$ cat src/rtl/multicycle_controller.sv
// Multicycle MIPS control FSM: sequences R-type, LW, SW, BEQ, ADDI and J
// over 3-5 cycles, stalls on mem_ready, pulses illegalOp on unknown opcodes.
// Ports: clk, reset (sync, active-high), op, zero, mem_ready in;
//   mem_req, iorD, memWrite, irWrite, regDst, memToReg, regWrite,
//   aluSrcA, aluSrcB, aluOp, pcSrc, branch, pcWrite, pcEn,
//   instrDone, illegalOp out (all forced 0 while reset is high).
`timescale 1ns/1ps
module multicycle_controller #(
  parameter int OP_W = 6,
  parameter int ALUOP_W = 2,
  parameter int MEM_WAIT = 1,
  parameter logic [OP_W-1:0] OP_RTYPE = 6'h00,
  parameter logic [OP_W-1:0] OP_J = 6'h02,
  parameter logic [OP_W-1:0] OP_BEQ = 6'h04,
  parameter logic [OP_W-1:0] OP_ADDI = 6'h08,
  parameter logic [OP_W-1:0] OP_LW = 6'h23,
  parameter logic [OP_W-1:0] OP_SW = 6'h2B
) (
  input  logic clk,
  input  logic reset,
  input  logic [OP_W-1:0] op,
  input  logic zero,
  input  logic mem_ready,
  output logic mem_req,
  output logic iorD,
  output logic memWrite,
  output logic irWrite,
  output logic regDst,
  output logic memToReg,
  output logic regWrite,
  output logic aluSrcA,
  output logic [1:0] aluSrcB,
  output logic [ALUOP_W-1:0] aluOp,
  output logic [1:0] pcSrc,
  output logic branch,
  output logic pcWrite,
  output logic pcEn,
  output logic instrDone,
  output logic illegalOp
);

  typedef enum logic [3:0] {
    FETCH  = 4'd0,
    DECODE = 4'd1,
    MEMADR = 4'd2,
    MEMRD  = 4'd3,
    MEMWB  = 4'd4,
    MEMWR  = 4'd5,
    EXEC   = 4'd6,
    ALUWB  = 4'd7,
    BEQ    = 4'd8,
    ADDIEX = 4'd9,
    ADDIWB = 4'd10,
    JUMP   = 4'd11
  } state_t;

  state_t state, next;
  logic ready;

  assign ready = (MEM_WAIT == 0) ? 1'b1 : mem_ready;

  always_ff @(posedge clk) begin
    if (reset) state <= FETCH;
    else       state <= next;
  end

  always_comb begin
    next      = FETCH;
    mem_req   = 1'b0;
    iorD      = 1'b0;
    memWrite  = 1'b0;
    irWrite   = 1'b0;
    regDst    = 1'b0;
    memToReg  = 1'b0;
    regWrite  = 1'b0;
    aluSrcA   = 1'b0;
    aluSrcB   = 2'b00;
    aluOp     = '0;
    pcSrc     = 2'b00;
    branch    = 1'b0;
    pcWrite   = 1'b0;
    instrDone = 1'b0;
    illegalOp = 1'b0;
    case (state)
      FETCH: begin
        mem_req = 1'b1;
        aluSrcB = 2'b01;
        irWrite = ready;
        pcWrite = ready;
        next    = ready ? DECODE : FETCH;
      end
      DECODE: begin
        aluSrcB = 2'b11;
        case (op)
          OP_LW, OP_SW: next = MEMADR;
          OP_RTYPE:     next = EXEC;
          OP_BEQ:       next = BEQ;
          OP_ADDI:      next = ADDIEX;
          OP_J:         next = JUMP;
          default: begin
            illegalOp = 1'b1;
            instrDone = 1'b1;
            next      = FETCH;
          end
        endcase
      end
      MEMADR: begin
        aluSrcA = 1'b1;
        aluSrcB = 2'b10;
        next    = (op == OP_LW) ? MEMRD : MEMWR;
      end
      MEMRD: begin
        mem_req = 1'b1;
        iorD    = 1'b1;
        next    = ready ? MEMWB : MEMRD;
      end
      MEMWB: begin
        memToReg  = 1'b1;
        regWrite  = 1'b1;
        instrDone = 1'b1;
      end
      MEMWR: begin
        mem_req   = 1'b1;
        iorD      = 1'b1;
        memWrite  = ready;
        instrDone = ready;
        next      = ready ? FETCH : MEMWR;
      end
      EXEC: begin
        aluSrcA = 1'b1;
        aluOp   = ALUOP_W'(2);
        next    = ALUWB;
      end
      ALUWB: begin
        regDst    = 1'b1;
        regWrite  = 1'b1;
        instrDone = 1'b1;
      end
      BEQ: begin
        aluSrcA   = 1'b1;
        aluOp     = ALUOP_W'(1);
        pcSrc     = 2'b01;
        branch    = 1'b1;
        instrDone = 1'b1;
      end
      ADDIEX: begin
        aluSrcA = 1'b1;
        aluSrcB = 2'b10;
        next    = ADDIWB;
      end
      ADDIWB: begin
        regWrite  = 1'b1;
        instrDone = 1'b1;
      end
      JUMP: begin
        pcSrc     = 2'b10;
        pcWrite   = 1'b1;
        instrDone = 1'b1;
      end
      default: next = FETCH;
    endcase
    // Reset quiesces the datapath so an abandoned instruction commits nothing.
    if (reset) begin
      mem_req   = 1'b0;
      iorD      = 1'b0;
      memWrite  = 1'b0;
      irWrite   = 1'b0;
      regDst    = 1'b0;
      memToReg  = 1'b0;
      regWrite  = 1'b0;
      aluSrcA   = 1'b0;
      aluSrcB   = 2'b00;
      aluOp     = '0;
      pcSrc     = 2'b00;
      branch    = 1'b0;
      pcWrite   = 1'b0;
      instrDone = 1'b0;
      illegalOp = 1'b0;
    end
  end

  assign pcEn = pcWrite | (branch & zero);

endmodule
$ cat config.mk
export PLATFORM = sky130hd
export DESIGN_NAME = multicycle_controller
export DESIGN_NICKNAME = d
export VERILOG_FILES = /design/src/rtl/multicycle_controller.sv
export SDC_FILE = /design/constraint.sdc
export NUM_CORES = 1
export LEC_CHECK = 0
export ABC_AREA = 1
export ABC_CLOCK_PERIOD_IN_PS = 3050
export CORE_MARGIN = 3
export CORE_UTILIZATION = 42
export DETAILED_ROUTE_END_ITERATION = 16
export GPL_TIMING_DRIVEN = 0
export PLACE_DENSITY_LB_ADDON = 0.08
export SYNTH_ARGS = -nofsm -noshare
export SYNTH_HDL_FRONTEND = slang
export SYNTH_SLANG_ARGS = --single-unit
$ cat constraint.sdc
create_clock -name clk -period 3.05 [get_ports clk]
set_input_delay 0.61 -clock clk [delete_from_list [all_inputs] [get_ports clk]]
set_output_delay 0.61 -clock clk [all_outputs]
set_load 0.005 [all_outputs]
==> metrics <==
H-tree Lvls 1; status finished clean; clock buffer depth 2; Max Cap Viol 0; Core Area 1190 µm²; Max Fclk around 350 MHz; ranking of synthesized cells by area nand2_1, nor2_1, dfxtp_1, inv_1, nand3_1; Syn Inst Count approximately 110; final hold violations 0; synthesized flop and latch total 4; average wire per cell in the routed design 10.4 µm; Required @ worst endpoint 2440 ps; Synth cell types 22; final setup fails 0; area of the multi-input gates 392 µm²; Layout area overhead 54.3%; die span in x 42.9 µm; Slowest-stage cell, CP clkdlybuf4s50_1; Final ANT Viol Nets 0; Die H 42.9 µm; M1 GR Usage 0.269; unrepaired setup endpoints after global routing no; Sw Ratio 0.271; Initial Utilization 0.482; Layout Utilization 0.744; global route hottest layer met2; clock latency on the worst-skew pair 230 ps; std cell rows 12; Setup crit end kind output port; clock root buffer clkbuf_4; die area approximately 1800 µm²; fillcell total 115; internal cell power 0.000128 W; cell breakdown of the critical path clkdlybuf4s50_1 > nor2_1 > nand3_1 > nand3_1 > nor2_1 > nor2_1 > nor2_1 > clkdlybuf4s50_1; crit path DAT between 2000 and 2500 ps; Netlist Area Pre-Place 572 µm²; DR pass1 iterations 4; crit path launch type primary input; top cell type's share of synthesized area 0.164; num ports 29; net count after synthesis 123; logic gate share of total power 0.332; grt met3 use 0.0212; CTS tree yes; Seq/Total Area, Yosys 0.140; Detailed Place HPWL 1360 µm; 1st-iter DRT viols 27; leading area contributor after synthesis nand2_1; global-route wire length before repair 2840 µm; DRT Wirelength ~1600 µm; Final Wtd Congestion between 0.8 and 0.9; Slew Limit Fails 0; largest register by flop count state; WS Path Type primary input to output port; Peak supply drop 227 µV; hold buffers post-CTS 0; via/cell ratio 4.95; Syn Area/Cell between 5 and 6 µm²; normalized max-slew margin 0.728; crit-path leading delay family buffers and inverters; synth warn 0; min cycle time layout 2880 ps; crit path max fanout 4; Regs by FF count state (4); overall routing resource usage 0.193; clock network fraction of total power 0.348; number of buffers added on ports 27; fin nets between 150 and 200; number of global-route vias before repair 666; slowest stage delay, CP 460 ps; pwr dens 199 nW/µm²; layout cells sized above 1 0.0979; ratio of final minimum period to clock period 0.943; Sequential Power Share 0.320; setup TNS 0 ps; gr ovfl total 0; clock-pin slew on the worst setup and hold paths 30 ps; antenna violations before repair 0; CTS buffer count 3; Worst Skew 0.705 ps; via count a little under 800; post-CTS setup buffers 0; post-CTS sizing 0; worst hold path type primary input to flip-flop; WP buf/inv 2; Pleak between 0.4 and 0.5 nW; Ant. Diodes 0; Register Area between 80 and 90 µm²; max reg flops 4; maximum number of pins on one net before global-route repair 11; Sinks on Clock Net 4; Worst Max-Slew Pin Slew approximately 410 ps; M2 GR Usage 0.308; DRC 0; most used cell along the critical path nor2_1; switching power total 0.0000475 W
[cells in the mapped netlist]
cell type / count
a21o_1: 1
a21oi_1: 5
buf_2: 2
buf_4: 1
clkbuf_1: 1
clkinv_1: 1
dfxtp_1: 4
inv_1: 19
inv_2: 1
nand2_1: 25
nand2_2: 1
nand3_1: 14
nand3_2: 1
nand3b_1: 1
nor2_1: 23
nor2_2: 3
nor2_4: 1
nor3_1: 3
nor4_1: 2
nor4_2: 1
o21ai_0: 2
o21ai_1: 1
[logic make-up (layout without fill, tap and decap cells)]
group	count (synthesis)	after routing	synth area share
AOI/OAI and AO/OA	9	9	0.0831
and+or+nand+nor	75	75	0.602
buffers and inverters	25	55	0.175
DFF	4	4	0.140
[placed cells by master (no fill, tap or decap), types with 3 or more instances in the layout]
cell / count
clkdlybuf4s50_1: 27
nor2_2: 3
nand2_1: 25
clkbuf_4: 3
inv_1: 19
nor2_1: 23
dfxtp_1: 4
nor3_1: 3
nand3_1: 14
a21oi_1: 5
[final timing paths]
| check | from | end | slack (ps) | cells past startpoint |
|---|---|---|---|---|
| hold reg to reg | state[2] | state[3] | 710 | 3 |
| setup / recovery | op[5] | instrDone | 170 | 8 |
| hold / removal | reset | state[3] | 700 | 2 |
| setup reg to reg | state[0] | state[1] | 1800 | 7 |
[worst register-to-register path, delay by kind of cell (launching register included)]
kind	cells	cell delay (ps)
AOI/OAI and AO/OA	1	80
buffers and inverters	2	150
DFF	1	470
and+or+nand+nor	4	420
[power groups by stage]
stage	combinational, W	sequential (W)	clock [W]
after floorplan	0.0000281	0.0000561	0
after global placement	0.0000569	0.0000565	0
after detailed placement	0.0000578	0.0000565	0
after CTS	0.0000582	0.0000558	0.0000635
after global routing	0.0000641	0.0000560	0.0000684
final	0.0000582	0.0000560	0.0000610
[metrics by stage]
step | setup WS [ps] | instances | power, W | cell area (µm²) | hold slack (ps)
2_1_floorplan | 1150 | 113 | 0.0000842 | 572 | 622
3_3_place_gp | 222 | 154 | 0.000113 | 860 | 676
3_5_place_dp | 186 | 154 | 0.000114 | 860 | 699
4_1_cts | 184 | 157 | 0.000177 | 882 | 695
5_1_grt | 49.1 | 157 | 0.000189 | 882 | 726
6_report | 174 | 157 | 0.000175 | 882 | 699
[layer usage]
layer  wire, µm  vias up
met5          0        -
met4          8        0
met3        105        2
met2        787       27
met1        731      335
li1           -      413
[final cells by class]
cell class	count	share of cell area
Inverter	21	0.0894
Sequential cell	4	0.0908
Multi-Input combinational cell	84	0.444
Buffer	4	0.0241
Timing Repair Buffer	27	0.306
Clock buffer	3	0.0255
Tap cell	14	0.0199
Note: power is estimated with default switching activity, not from simulation.
